[config.mk]
export PLATFORM = sky130hd
export DESIGN_NAME = mc_controller
export DESIGN_NICKNAME = d
export VERILOG_FILES = /design/src/rtl/mc_pkg.sv /design/src/rtl/mc_aludec.sv /design/src/rtl/mc_controller.sv
export SDC_FILE = /design/constraint.sdc
export NUM_CORES = 1
export LEC_CHECK = 0
export BUFFER_PORTS_ARGS = -buffer_cell sky130_fd_sc_hd__buf_2
export CAP_MARGIN = 0
export CORE_MARGIN = 5
export CORE_UTILIZATION = 25
export CTS_CLUSTER_SIZE = 25
export DETAILED_ROUTE_END_ITERATION = 16
export PLACE_DENSITY = 0.51
export SYNTH_ARGS = -nofsm -noshare
export SYNTH_HDL_FRONTEND = slang
export SYNTH_SLANG_ARGS = --single-unit
[constraint.sdc]
create_clock -name clk -period 2.4 [get_ports clk]
set_input_delay 0.36 -clock clk [delete_from_list [all_inputs] [get_ports clk]]
set_output_delay 0.36 -clock clk [all_outputs]
set_load 0.005 [all_outputs]
[src/rtl/mc_pkg.sv]
// mc_pkg: shared state codes, opcodes, funct codes and ALU-op encodings for the multicycle control unit
package mc_pkg;
  typedef enum logic [3:0] {
    FETCH  = 4'd0,
    DECODE = 4'd1,
    MEMADR = 4'd2,
    MEMRD  = 4'd3,
    MEMWB  = 4'd4,
    MEMWR  = 4'd5,
    EXEC   = 4'd6,
    ALUWB  = 4'd7,
    BEQ    = 4'd8,
    ADDIEX = 4'd9,
    ADDIWB = 4'd10,
    JUMP   = 4'd11
  } state_t;
  localparam logic [5:0] OP_R    = 6'b000000;
  localparam logic [5:0] OP_LW   = 6'b100011;
  localparam logic [5:0] OP_SW   = 6'b101011;
  localparam logic [5:0] OP_BEQ  = 6'b000100;
  localparam logic [5:0] OP_ADDI = 6'b001000;
  localparam logic [5:0] OP_J    = 6'b000010;
  localparam logic [5:0] F_ADD   = 6'b100000;
  localparam logic [5:0] F_SUB   = 6'b100010;
  localparam logic [5:0] F_AND   = 6'b100100;
  localparam logic [5:0] F_OR    = 6'b100101;
  localparam logic [5:0] F_SLT   = 6'b101010;
  localparam logic [1:0] ALUOP_ADD   = 2'b00;
  localparam logic [1:0] ALUOP_SUB   = 2'b01;
  localparam logic [1:0] ALUOP_FUNCT = 2'b10;
endpackage

[src/rtl/mc_aludec.sv]
// mc_aludec: maps the FSM's aluop class and the R-type funct field to a 3-bit ALU control code
module mc_aludec
  import mc_pkg::*;
(
  input  logic [1:0] aluop,
  input  logic [5:0] funct,
  output logic [2:0] alucontrol
);
  logic [2:0] rtype;
  // R-type operation from funct; unknown functs fall back to add
  always_comb begin
    rtype = 3'b010;
    case (funct)
      F_ADD:   rtype = 3'b010;
      F_SUB:   rtype = 3'b110;
      F_AND:   rtype = 3'b000;
      F_OR:    rtype = 3'b001;
      F_SLT:   rtype = 3'b111;
      default: rtype = 3'b010;
    endcase
  end
  // aluop 01 forces subtract for branch compare, 10 defers to funct, anything else adds
  always_comb alucontrol = aluop == ALUOP_SUB ? 3'b110 : aluop == ALUOP_FUNCT ? rtype : 3'b010;
endmodule

[src/rtl/mc_controller.sv]
// mc_controller: Moore main FSM of the multicycle MIPS core driving all datapath selects and enables
module mc_controller
  import mc_pkg::*;
#(
  parameter int STATE_W = 4
) (
  input  logic               clk,
  input  logic               reset,
  input  logic [5:0]         op,
  input  logic [5:0]         funct,
  input  logic               zero,
  output logic               pcen,
  output logic               memwrite,
  output logic               irwrite,
  output logic               regwrite,
  output logic               iord,
  output logic               memtoreg,
  output logic               regdst,
  output logic               alusrca,
  output logic [1:0]         alusrcb,
  output logic [1:0]         pcsrc,
  output logic [2:0]         alucontrol,
  output logic [STATE_W-1:0] state
);
  state_t st, nxt;
  logic pcwrite, branch;
  logic [1:0] aluop;
  // state register; reset wins over any in-flight instruction
  always_ff @(posedge clk) st <= reset ? FETCH : nxt;
  // next state and per-state control outputs; everything not named in a state stays 0
  always_comb begin
    nxt      = FETCH;
    pcwrite  = 1'b0;
    branch   = 1'b0;
    memwrite = 1'b0;
    irwrite  = 1'b0;
    regwrite = 1'b0;
    iord     = 1'b0;
    memtoreg = 1'b0;
    regdst   = 1'b0;
    alusrca  = 1'b0;
    alusrcb  = 2'b00;
    pcsrc    = 2'b00;
    aluop    = ALUOP_ADD;
    case (st)
      FETCH: begin
        irwrite = 1'b1;
        pcwrite = 1'b1;
        alusrcb = 2'b01;
        nxt     = DECODE;
      end
      DECODE: begin
        alusrcb = 2'b11;
        nxt = (op == OP_LW || op == OP_SW) ? MEMADR :
              op == OP_R    ? EXEC   :
              op == OP_BEQ  ? BEQ    :
              op == OP_ADDI ? ADDIEX :
              op == OP_J    ? JUMP   : FETCH;
      end
      MEMADR: begin
        alusrca = 1'b1;
        alusrcb = 2'b10;
        nxt     = op == OP_SW ? MEMWR : MEMRD;
      end
      MEMRD: begin
        iord = 1'b1;
        nxt  = MEMWB;
      end
      MEMWB: begin
        memtoreg = 1'b1;
        regwrite = 1'b1;
      end
      MEMWR: begin
        iord     = 1'b1;
        memwrite = 1'b1;
      end
      EXEC: begin
        alusrca = 1'b1;
        aluop   = ALUOP_FUNCT;
        nxt     = ALUWB;
      end
      ALUWB: begin
        regdst   = 1'b1;
        regwrite = 1'b1;
      end
      BEQ: begin
        alusrca = 1'b1;
        aluop   = ALUOP_SUB;
        pcsrc   = 2'b01;
        branch  = 1'b1;
      end
      ADDIEX: begin
        alusrca = 1'b1;
        alusrcb = 2'b10;
        nxt     = ADDIWB;
      end
      ADDIWB: regwrite = 1'b1;
      JUMP: begin
        pcsrc   = 2'b10;
        pcwrite = 1'b1;
      end
      default: nxt = FETCH;
    endcase
  end
  assign pcen  = pcwrite | (branch & zero);
  assign state = STATE_W'(st);
  mc_aludec u_aludec (
    .aluop      (aluop),
    .funct      (funct),
    .alucontrol (alucontrol)
  );
endmodule

# Yosys cells after proc, flatten, opt, wreduce, memory -nomap -nowiden
# Index checks and enable logic that the tools add are counted.
dict set report totals {
  register_bits 4
  latchBits 0
  mem_bits_rw 0
  rom_bits 0
  inputBits 15
  output_inout_bits 19
  word_cells 55
  n_memories 0
}
dict set report op_classes {
  add_sub_neg 0
  mul 0
  n_div 0
  n_lt_le_gt_ge 0
  n_eq_ne 22
  n_shift 0
  muxes 22
  n_bitwise 2
  n_reduce_logical 8
}
# operator n
set op_table {}
lappend op_table {{$eq A6 B6 Y1 const B} 6}
lappend op_table {{$pmux W4 S6} 1}
lappend op_table {{$mux W4} 5}
lappend op_table {{$eq A4 B3 Y1 const B} 4}
lappend op_table {{$eq A4 B4 Y1 const B} 4}
lappend op_table {{$pmux W3 S4} 1}
lappend op_table {{$mux W1} 9}
lappend op_table {{$mux W3} 3}
lappend op_table {{$eq A4 B2 Y1 const B} 2}
lappend op_table {{$pmux W2 S2} 2}
lappend op_table {{$eq A6 B2 Y1 const B} 1}
lappend op_table {{$eq A6 B3 Y1 const B} 1}
lappend op_table {{$eq A6 B4 Y1 const B} 1}
lappend op_table {{$logic_not A6 Y1} 1}
lappend op_table {{$pmux W2 S3} 1}
lappend op_table {{$reduce_or A2 Y1} 3}
lappend op_table {{$eq A4 B1 Y1 const B} 1}
lappend op_table {{$logic_not A4 Y1} 1}
lappend op_table {{$reduce_or A4 Y1} 1}
lappend op_table {{$reduce_or A3 Y1} 1}
lappend op_table {{$eq A2 B1 Y1 const B} 1}
lappend op_table {{$eq A2 B2 Y1 const B} 1}
lappend op_table {{$and A1 B1 Y1} 1}
lappend op_table {{$logic_or A1 B1 Y1} 1}
lappend op_table {{$or A1 B1 Y1} 1}

# Depth between registers and ports, before layout
# Gate-level depths: netlist (run 1).
dict set report depth {
  depth_word 7
  ltp_mapped 5
  ltp_nobuf 4
}

# Modules after synthesis
# Synthesis (run 1) repeated with hierarchy kept, for this count alone.
dict set report unflattened {
  cells_unflattened 76
  hier_area_um2 508.0
}
# mod n_inst cells_per_inst area_per_inst_um2
set by_module_without_submodules {}
lappend by_module_without_submodules {mc_controller 1 67 431.7}
lappend by_module_without_submodules {mc_aludec 1 9 76.3}

# Least setup slack after synthesis (run 1)
# Ideal clock, no wire load.
dict set report synth_path {
  path_type {register -> output}
  start {register st[0] (netlist: state[0])}
  end {output alucontrol[1]}
  arrival_time_ns 1.598
  required_time_ns 2.040
  slack_ns 0.442
  path_stages_with_launch 5
  path_buffers 1
  path_cell_list {dfxtp_1 buf_6 nand2b_4 or4b_4 or4b_1}
}
dict set report synth_between {
  elab_chain_len 5
  elab_cells_between_ends 7
}
# element line
set synth_rtl {}
lappend synth_rtl {{start, declared} mc_controller.sv:25} ;# state_t st, nxt;
lappend synth_rtl {{start signal, assigned} mc_controller.sv:29} ;# always_ff @(posedge clk) st <= reset ? FETCH : nxt;
lappend synth_rtl {{$eq A4 B4 Y1 or $eq A4 B3 Y1 (tied branches)} mc_controller.sv:45} ;# case (st)
lappend synth_rtl {{$pmux W2 S2 (*)} mc_controller.sv:45}
lappend synth_rtl {{$eq A2 B2 Y1} mc_aludec.sv:23} ;# always_comb alucontrol = aluop == ALUOP_SUB ? 3'b110 : aluop == ALUOP_FUNCT ? rtype : 3'b010;
lappend synth_rtl {{$mux W3} mc_aludec.sv:23}
lappend synth_rtl {{$mux W3 (*)} mc_aludec.sv:23}
lappend synth_rtl {{end, declared} mc_controller.sv:22} ;# output logic [2:0] alucontrol,
# Every way passes the cells marked *; elsewhere a longest branch is shown, timed or not.

# Worst setup path after layout (run 1)
dict set report layout_path {
  start {register st[3] (netlist: state[3])}
  end {output alucontrol[1]}
}
# The elaborated chain is that of the path after synthesis.

==> flow_metrics.env, run 1 <==
export IMPL_outcome="finished clean"
export IMPL_fin_util_pct=37.4
export IMPL_tightest_slew_ns=0.418
export IMPL_fillCellCount=235
export IMPL_num_vias=636
export IMPL_detailed_place_hpwl_microns=1240
export IMPL_grt_pass1_wl_microns=2440
export IMPL_synthArstFlopShare_pct=0
export IMPL_syn_instance_count=70
export IMPL_critPathLaunchType="register"
export IMPL_detail_route_antenna_nets=0
export IMPL_setup_total_negative_slack_ns=0
export IMPL_internal_power_uw=159
export IMPL_layout_drive_gt1_share_pct=41.5
export IMPL_max_clock_freq_mhz=450
export IMPL_max_ffs_per_register=4
export IMPL_final_net_count=123
export IMPL_die_area_sq_mm=0.00300
export IMPL_synth_top_flop_cell="sky130_fd_sc_hd__dfxtp_1"
export IMPL_routed_wire_length_per_instance_microns=11.2
export IMPL_clk_path_buf_depth=2
export IMPL_floorplan_core_area_sq_mm=0.00194
export IMPL_ir_drop_uv=161
export IMPL_die_width_microns=54.7
export IMPL_most_common_cell_in_the_synthesized_netlist="sky130_fd_sc_hd__nor2_1"
export IMPL_post_synth_main_area_contributors="sky130_fd_sc_hd__dfxtp_1 16%, sky130_fd_sc_hd__nor2_1 9.0%, sky130_fd_sc_hd__nand2b_1 5.0%"
export IMPL_clock_sinks=4
export IMPL_area_growth_syn_to_layout_pct=45.2
export IMPL_grt_pass1_vias=578
export IMPL_final_seq_area_sq_um=80.1
export IMPL_setup_viol=0
export IMPL_residual_drc_count=0
export IMPL_post_synth_most_frequent_cells="12 x sky130_fd_sc_hd__nor2_1, 5 x sky130_fd_sc_hd__nor3_1"
export IMPL_finalWorstPathRequiredPeriod_ns=2.22
export IMPL_insertedDiodeCount=0
export IMPL_synthDominantAreaCellType="sky130_fd_sc_hd__dfxtp_1"
export IMPL_final_area_sq_um=727
export IMPL_pwr_share_seq_pct=31.2
export IMPL_synth_edf_count=0
export IMPL_dpl_instance_area_sq_um=704
export IMPL_postSynthNetCount=85
export IMPL_type_of_the_setup_path_with_the_least_slack="reg -> out"
export IMPL_hold_viol=0
export IMPL_root_buffer="sky130_fd_sc_hd__clkbuf_4"
export IMPL_port_buffers=33
export IMPL_share_clk_of_total_power_pct=38.1
export IMPL_worstPathArrival_ns=1.86
export IMPL_antenna_found_initial=0
export IMPL_fin_worst_skew_ns=0.00322
export IMPL_area_share_of_the_largest_cell_type_after_synthesis_pct=16.0
export IMPL_worst_skew_pair_late_latency_ns=0.24
export IMPL_post_cts_resized_instances=0
export IMPL_fin_crit_sh_pct=92.7
export IMPL_initialDrtViolationCount=5
export IMPL_synth_seq_area_share_pct=16.0
export IMPL_post_cts_setup_buffers=0
export IMPL_multi_input_area_sq_um=392
export IMPL_setup_reg_to_reg_worst_slack_ns=0.80
export IMPL_fp_row_count=16
export IMPL_drv_max_cap_violation_count=0
export IMPL_drt_wl_total_microns=1490
export IMPL_synthesis_area_sq_um=500
export IMPL_element_type_at_the_critical_path_end="output port"
export IMPL_timing_critical_path_required_ns=2.04
export IMPL_cts_max_level=1
export IMPL_total_switching_power_uw=65.4
export IMPL_netSwitchingFraction_pct=29.1
export IMPL_avgSynthCellArea_sq_um=7.15
export IMPL_netlist_cell_type_count=34
export IMPL_yosys_warnings=0
export IMPL_power_share_combinational_pct=30.7
export IMPL_leakagePower_nw=0.332
export IMPL_drt_vias_per_instance=4.78
export IMPL_cts_buffers_inserted=3
export IMPL_initial_core_utilization_pct=25.8
export IMPL_drv_slew=0
export IMPL_timing_max_slew_rel_slack_pct=71.9
export IMPL_clk_pin_slew_ns=0.04
export IMPL_ys_seq_elements=4
export IMPL_floorplan_io_pins=34
export IMPL_cts_tree="yes"
export IMPL_fp_dieH_microns=54.7
export IMPL_power_per_cell_area_mw_per_mm2=309
export IMPL_drtPass1Iterations=4
export IMPL_timing_hold_worst_class="in -> reg"
export IMPL_critical_path_peak_fanout=6
export IMPL_largest_net_degree_at_the_start_of_global_routing=13
export IMPL_globalRoute_totalOverflow=0
export IMPL_global_router_s_overall_resource_usage_pct=11.1
export IMPL_rsz_0062_raised_after_global_routing="false"
export IMPL_hold_bufs_inserted_after_cts=0
export IMPL_finalWeightedCongestion=0.780
-- worst max-delay path, stage by stage, from the launching register on --
cell and delay [ns]:
sky130_fd_sc_hd__dfxtp_1 0.29, sky130_fd_sc_hd__nand2b_1 0.21, sky130_fd_sc_hd__or4b_4 0.52, sky130_fd_sc_hd__or4b_1 0.46
sky130_fd_sc_hd__buf_2 0.14
-- cells by family (layout without fill, tap and decap cells) --
group | Yosys count | in the layout | share of synthesized area (%)
compound gates | 17 | 17 | 21.3
xor+xnor | 4 | 4 | 7.00
buf+inv | 5 | 41 | 5.75
flops | 4 | 4 | 16.0
simple gates | 40 | 40 | 50.0
-- power by group through the flow --
| stage | sequential (mW) | clock, mW | combinational (mW) |
|---|---|---|---|
| 2_1_floorplan | 0.0718 | 0 | 0.0382 |
| 3_3_place_gp | 0.0710 | 0 | 0.0690 |
| 3_5_place_dp | 0.0711 | 0 | 0.0692 |
| 4_1_cts | 0.0701 | 0.0860 | 0.0696 |
| 5_1_grt | 0.0702 | 0.0913 | 0.0786 |
| 6_report | 0.0700 | 0.0855 | 0.0689 |
-- final cells by class --
| class | instances | area share (%) |
|---|---|---|
| sequential | 4 | 11.0 |
| clock buffer | 3 | 3.10 |
| inverter | 1 | 0.516 |
| timing repair buffer | 37 | 26.9 |
| tap | 27 | 4.65 |
| multi-input combinational | 61 | 53.9 |
-- metal layers --
| metal | track usage, % | vias up | share of wire (%) |
|---|---|---|---|
| met3 | 0.817 | 3 | 7.3 |
| met5 | 0 | - | 0 |
| met2 | 18.9 | 20 | 49 |
| met1 | 13.1 | 278 | 42 |
| met4 | 7.47 | 0 | 1.8 |
| li1 | - | 335 | - |
-- cells in the final DEF, fill, tap and decap left out --
cell	n
sky130_fd_sc_hd__nor4b_4	1
sky130_fd_sc_hd__o22ai_1	1
sky130_fd_sc_hd__o21ai_0	4
sky130_fd_sc_hd__nand3_1	1
sky130_fd_sc_hd__nand2_1	3
sky130_fd_sc_hd__xor2_1	2
sky130_fd_sc_hd__buf_4	4
sky130_fd_sc_hd__nor4bb_1	1
sky130_fd_sc_hd__nor3_1	5
sky130_fd_sc_hd__nor3b_1	2
sky130_fd_sc_hd__o21bai_1	2
sky130_fd_sc_hd__a21oi_1	4
sky130_fd_sc_hd__o21a_1	1
sky130_fd_sc_hd__a221oi_1	1
sky130_fd_sc_hd__or4b_1	1
sky130_fd_sc_hd__xnor2_1	2
sky130_fd_sc_hd__clkbuf_4	3
sky130_fd_sc_hd__or2_2	1
sky130_fd_sc_hd__nand4_1	2
sky130_fd_sc_hd__or3_1	1
sky130_fd_sc_hd__or4b_4	1
sky130_fd_sc_hd__nor4_1	1
sky130_fd_sc_hd__nand3b_1	1
sky130_fd_sc_hd__nor2_1	12
sky130_fd_sc_hd__nand2b_4	1
sky130_fd_sc_hd__dfxtp_1	4
sky130_fd_sc_hd__a211o_1	1
sky130_fd_sc_hd__and3_1	1
sky130_fd_sc_hd__inv_1	1
sky130_fd_sc_hd__or4_1	1
sky130_fd_sc_hd__buf_2	33
sky130_fd_sc_hd__nand2b_1	4
sky130_fd_sc_hd__a31oi_1	2
sky130_fd_sc_hd__o31ai_1	1
-- through the flow --
stage | setup slack [ns] | total power, mW | std cells | hold slack [ns]
after global placement | 0.449 | 0.140 | 130 | 0.672
final | 0.176 | 0.224 | 133 | 0.429
after CTS | 0.164 | 0.226 | 133 | 0.428
after floorplan | 0.442 | 0.110 | 70 | 0.544
after detailed placement | 0.417 | 0.140 | 130 | 0.670
after global routing | 0.0965 | 0.240 | 133 | 0.454
-- path summary, 6_finish.rpt --
kind	from	end	cells after the start
max	state[3]	alucontrol[1]	4
min reg2reg	state[1]	state[1]	4
max reg2reg	state[3]	state[3]	5
min	op[4]	state[3]	3
Note: power is estimated with default switching activity, not from simulation.
==> inputs of run 2 (changes only) <==
- PLACE_DENSITY: 0.51 -> 0.53
- clock period: 2.4 -> 2.04 ns (I/O delays scaled with it)
==> run 2 against run 1 <==
The flow now finishes with violations (setup timing); clock power up 8.5%; via count up 2.8%; core utilization up 1.2 points; register-to-register slack worse by 0.38 ns; clock skew down 0.0029 ns; first-iteration DRC count up 80%; sequential share of layout area down 0.18 points; highest routed layer unchanged; sequential power up 18%; non-clock buffer count up 3; clock-buffer cell count unchanged; flip-flop and latch count unchanged.
==> flow_metrics.env, run 2 (synthesis results as in run 1) <==
export IMPL_outcome="complete, but fails checks"
export IMPL_failed_checks="setup timing"
export IMPL_detailed_place_hpwl_microns=1280
export IMPL_max_clock_freq_mhz=480
export IMPL_fin_crit_sh_pct=102
export IMPL_drv_slew=0
export IMPL_finalWeightedCongestion=0.755
export IMPL_cts_tree="yes"
export IMPL_area_growth_syn_to_layout_pct=50.0
export IMPL_fin_util_pct=38.7
export IMPL_detail_route_antenna_nets=0
export IMPL_global_router_s_overall_resource_usage_pct=10.6
export IMPL_final_net_count=126
export IMPL_residual_drc_count=0
export IMPL_drt_vias_per_instance=4.81
export IMPL_routed_wire_length_per_instance_microns=11.1
export IMPL_die_area_sq_mm=0.00300
export IMPL_worstPathArrival_ns=1.78
export IMPL_power_per_cell_area_mw_per_mm2=342
export IMPL_timing_max_slew_rel_slack_pct=72.0
export IMPL_final_seq_area_sq_um=81.3
export IMPL_fillCellCount=225
export IMPL_critical_path_peak_fanout=2
export IMPL_mostFrequentLayoutCell="sky130_fd_sc_hd__buf_2"
export IMPL_num_vias=654
export IMPL_port_buffers=33
export IMPL_worst_skew_pair_late_latency_ns=0.23
export IMPL_floorplan_core_area_sq_mm=0.00194
export IMPL_drtPass1Iterations=4
export IMPL_cts_max_level=1
export IMPL_initialDrtViolationCount=9
export IMPL_globalRoute_totalOverflow=0
export IMPL_element_type_at_the_critical_path_end="output port"
export IMPL_setup_reg_to_reg_worst_slack_ns=0.42
export IMPL_die_width_microns=54.7
export IMPL_hold_viol=0
export IMPL_antenna_found_initial=0
export IMPL_leakagePower_nw=0.345
export IMPL_critPathLaunchType="register"
export IMPL_setup_viol=1
export IMPL_timing_critical_path_required_ns=1.73
export IMPL_clk_path_buf_depth=2
export IMPL_cp_max_stage_delay_ns=0.52
export IMPL_slowest_stage_cell_cp="sky130_fd_sc_hd__or4b_4"
export IMPL_fin_total_pwr_uw=257
export IMPL_rsz_0062_raised_after_global_routing="true"
export IMPL_largest_net_degree_at_the_start_of_global_routing=13
export IMPL_multi_input_area_sq_um=392
export IMPL_insertedDiodeCount=0
export IMPL_hold_bufs_inserted_after_cts=0
export IMPL_worstPathCellList="nand2b_4 -> or4b_4 -> or4b_1 -> buf_2"
export IMPL_finalWorstPathRequiredPeriod_ns=2.08
export IMPL_type_of_the_setup_path_with_the_least_slack="reg -> out"
export IMPL_timing_hold_worst_class="in -> reg"
export IMPL_drv_max_cap_violation_count=0
export IMPL_layout_common_cells="33 x sky130_fd_sc_hd__buf_2, 12 x sky130_fd_sc_hd__nor2_1, 7 x sky130_fd_sc_hd__buf_4"
export IMPL_grt_pass1_wl_microns=2320
export IMPL_fp_dieH_microns=54.7
export IMPL_timing_critical_path_from="state[0]"
export IMPL_clock_sinks=4
export IMPL_drt_wl_total_microns=1520
export IMPL_r2r_start="state[3]"
export IMPL_post_route_worst_setup_slack_ns=-0.0433
export IMPL_layout_drive_gt1_share_pct=44.0
export IMPL_cp_buffers_inverters=1
export IMPL_grt_pass1_vias=574
export IMPL_ir_drop_uv=233
export IMPL_min_from="op[4]"
export IMPL_max_ffs_per_register=4
export IMPL_top_family_by_delay_on_critical_path="simple AND/OR/NAND/NOR gates"
export IMPL_fp_row_count=16
export IMPL_root_buffer="sky130_fd_sc_hd__clkbuf_4"
export IMPL_tightest_slew_ns=0.417
export IMPL_initial_core_utilization_pct=25.8
export IMPL_clk_pin_slew_ns=0.03
export IMPL_floorplan_io_pins=34
export IMPL_fin_worst_skew_ns=0.000359
export IMPL_cts_buffers_inserted=3
[run 2: changes by cell type in the layout (fill, tap and decap cells not counted)]
cell                      change
sky130_fd_sc_hd__buf_4        +3
sky130_fd_sc_hd__dfxtp_1      -1
sky130_fd_sc_hd__dfxtp_2      +1
[run 2: what timing repair did]
item / CTS / global route
pin swaps: 1 / 0
endpoints found under the setup margin: 1 / 2
buffers inserted: 2 / 0
gates resized for setup: 0 / 1
gates cloned: 0 / 0
[run 2: final timing paths]
path / cells past startpoint / end
max: 4 / alucontrol[1]
min: 3 / state[3]
max reg2reg: 5 / state[3]
min reg2reg: 4 / state[0]
[run 2: through the flow]
stage / std cells / hold slack [ns] / setup TNS, ns / instance area, sq um / worst slack (ns)
final: 136 / 0.386 / -0.0433 / 751 / -0.0433
after CTS: 136 / 0.383 / -0.0564 / 749 / -0.0564
after floorplan: 70 / 0.490 / 0 / 500 / 0.136
after global placement: 131 / 0.623 / 0 / 712 / 0.166
after global routing: 136 / 0.399 / -0.0925 / 751 / -0.0925
after detailed placement: 131 / 0.623 / 0 / 712 / 0.158
[run 2: where the power goes]
group          internal (mW)  leakage (nW)  switching [mW]  total (mW)
Sequential            0.0813        0.0331         0.00120      0.0825
Combinational         0.0405         0.298          0.0412      0.0817
Clock                 0.0655        0.0138          0.0273      0.0928
[run 2: routing by layer]
| metal | track usage, % | wire length, microns | vias up |
|---|---|---|---|
| met5 | 0 | 0 | - |
| met4 | 4.98 | 23 | 0 |
| met3 | 0.817 | 133 | 2 |
| met2 | 19.9 | 758 | 23 |
| met1 | 11.8 | 599 | 290 |
| li1 | - | - | 339 |
[run 2: worst register-to-register path: cells and delay by family, from the launching register on]
kind                   cells  cell delay [ns]
AO/OA/AOI/OAI              1             0.15
buffers and inverters      1             0.17
flip-flops                 1             0.29
AND/OR/NAND/NOR            3             0.94
[run 2: layout make-up]
type / count / share of cell area (%)
flip-flops and latches: 4 / 10.8
repair buffers: 40 / 29.0
well taps: 27 / 4.50
inverters: 1 / 0.500
multi-input cells: 61 / 52.2
clock buffers: 3 / 3.00
==> inputs of run 3 (changes only) <==
- BUFFER_PORTS_ARGS: -buffer_cell sky130_fd_sc_hd__buf_2 -> -buffer_cell sky130_fd_sc_hd__buf_4
- MAX_ROUTING_LAYER: unset -> met4
- RECOVER_POWER: unset -> 50
==> run 3 against run 2 <==
Critical path type unchanged; die area did not move; the run still ends with setup timing left; clock-buffer cell count did not move; critical path depth did not move; largest cell class unchanged; sequential power barely moved.
==> flow_metrics.env, run 3 (synthesis results as in run 1) <==
export IMPL_globalRoute_totalOverflow=0
export IMPL_floorplan_core_area_sq_mm=0.00194
export IMPL_power_per_cell_area_mw_per_mm2=335
export IMPL_drt_vias_per_instance=4.80
export IMPL_grt_pass1_vias=591
export IMPL_drtPass1Iterations=4
export IMPL_max_clock_freq_mhz=462
export IMPL_clk_path_buf_depth=2
export IMPL_layout_drive_gt1_share_pct=43.0
export IMPL_timing_max_slew_rel_slack_pct=75.6
export IMPL_setup_viol=1
export IMPL_insertedDiodeCount=0
export IMPL_area_growth_syn_to_layout_pct=63.7
export IMPL_cts_buffers_inserted=3
export IMPL_timing_hold_worst_class="in -> reg"
export IMPL_worst_skew_pair_late_latency_ns=0.23
export IMPL_clk_pin_slew_ns=0.04
export IMPL_final_net_count=124
export IMPL_floorplan_io_pins=34
export IMPL_type_of_the_setup_path_with_the_least_slack="reg -> out"
export IMPL_ir_drop_uv=307
export IMPL_failed_checks="setup timing"
export IMPL_critical_path_peak_fanout=7
export IMPL_slowest_stage_cell_cp="sky130_fd_sc_hd__or4b_4"
export IMPL_timing_critical_path_required_ns=1.73
export IMPL_outcome="complete, but fails checks"
export IMPL_fin_worst_skew_ns=0.00181
export IMPL_die_area_sq_mm=0.00300
export IMPL_port_buffers=33
export IMPL_die_width_microns=54.7
export IMPL_finalWorstPathRequiredPeriod_ns=2.16
export IMPL_largest_net_degree_at_the_start_of_global_routing=13
export IMPL_root_buffer="sky130_fd_sc_hd__clkbuf_4"
export IMPL_element_type_at_the_critical_path_end="output port"
export IMPL_critPathLaunchType="register"
export IMPL_mostFrequentLayoutCell="sky130_fd_sc_hd__buf_4"
export IMPL_leakagePower_nw=0.353
export IMPL_max_ffs_per_register=4
export IMPL_post_route_worst_setup_slack_ns=-0.123
export IMPL_cts_max_level=1
export IMPL_tightest_slew_ns=0.363
export IMPL_initial_core_utilization_pct=25.8
export IMPL_detailed_place_hpwl_microns=1280
export IMPL_worstPathCellList="nand2b_4 -> or4b_4 -> or4b_1 -> buf_4"
export IMPL_initialDrtViolationCount=13
export IMPL_post_place_setup_slack_ns=0.137
export IMPL_fin_util_pct=42.2
export IMPL_layout_common_cells="35 x sky130_fd_sc_hd__buf_4, 12 x sky130_fd_sc_hd__nor2_1, 5 x sky130_fd_sc_hd__clkbuf_4"
export IMPL_fin_crit_sh_pct=106
export IMPL_clock_sinks=4
export IMPL_fp_dieH_microns=54.7
export IMPL_drt_wl_total_microns=1510
export IMPL_post_cts_setup_buffers=0
export IMPL_detail_route_antenna_nets=0
export IMPL_worstPathArrival_ns=1.86
export IMPL_hold_bufs_inserted_after_cts=0
export IMPL_cts_tree="yes"
export IMPL_fillCellCount=200
export IMPL_drv_max_cap_violation_count=0
export IMPL_antenna_found_initial=0
export IMPL_hold_viol=0
export IMPL_num_vias=643
export IMPL_finalWeightedCongestion=0.802
export IMPL_routed_wire_length_per_instance_microns=11.3
export IMPL_global_router_s_overall_resource_usage_pct=11.6
export IMPL_rsz_0062_raised_after_global_routing="true"
export IMPL_cp_max_stage_delay_ns=0.53
export IMPL_fp_row_count=16
export IMPL_grt_pass1_wl_microns=2480
export IMPL_residual_drc_count=0
export IMPL_drv_slew=0
run 3: cell types whose count changed in the layout (fill, tap and decap cells not counted), sizes merged:
cell,before,now
buf,40,35
clkbuf,3,6
run 3: metal layers:
metal,wire length (microns),track usage (%),vias to the layer above
li1,-,-,334
met1,655,14.4,287
met2,733,17.9,20
met3,106,1.63,2
met4,17,6.22,0
met5,0,-,-
run 3: what timing repair did:
action	4_1_cts	5_1_grt
setup endpoints to repair	1	4
pin swaps	0	0
resized for setup	0	3
endpoints found under the hold margin	0	0
run 3: stage by stage:
stage	instances	area, sq um	hold WS (ns)	total power, mW	setup TNS [ns]
after floorplan	70	500	0.490	0.129	0
after global placement	131	795	0.617	0.178	0
after detailed placement	131	795	0.609	0.179	0
after CTS	134	817	0.363	0.279	-0.134
after global routing	134	820	0.381	0.296	-0.210
final	134	820	0.366	0.274	-0.123
run 3: final timing paths:
check	slack, ns	cells after the start	start	to
min reg2reg	0.68	4	state[1]	state[1]
max reg2reg	0.44	5	state[3]	state[3]
max	-0.12	4	state[0]	alucontrol[1]
min	0.37	3	op[4]	state[3]
run 3: worst max-delay path, delay by kind of cell, from the launching register on:
family,cells,cell delay [ns]
buffers and inverters,1,0.15
DFF,1,0.31
and+or+nand+nor,3,1.17
run 3: where the power goes:
part           leakage (nW)  switching (mW)  internal, mW
Combinational         0.307          0.0419        0.0532
Clock                0.0138          0.0307        0.0657
Sequential           0.0328         0.00128        0.0816
run 3: area by class of cell:
class / count / area [sq um] / share of cell area, %
flip-flops and latches: 4 / 81.3 / 9.92
well taps: 27 / 33.8 / 4.12
repair buffers: 38 / 282 / 34.4
clock buffers: 3 / 22.5 / 2.75
inverters: 1 / 3.75 / 0.458
multi-input cells: 61 / 397 / 48.4
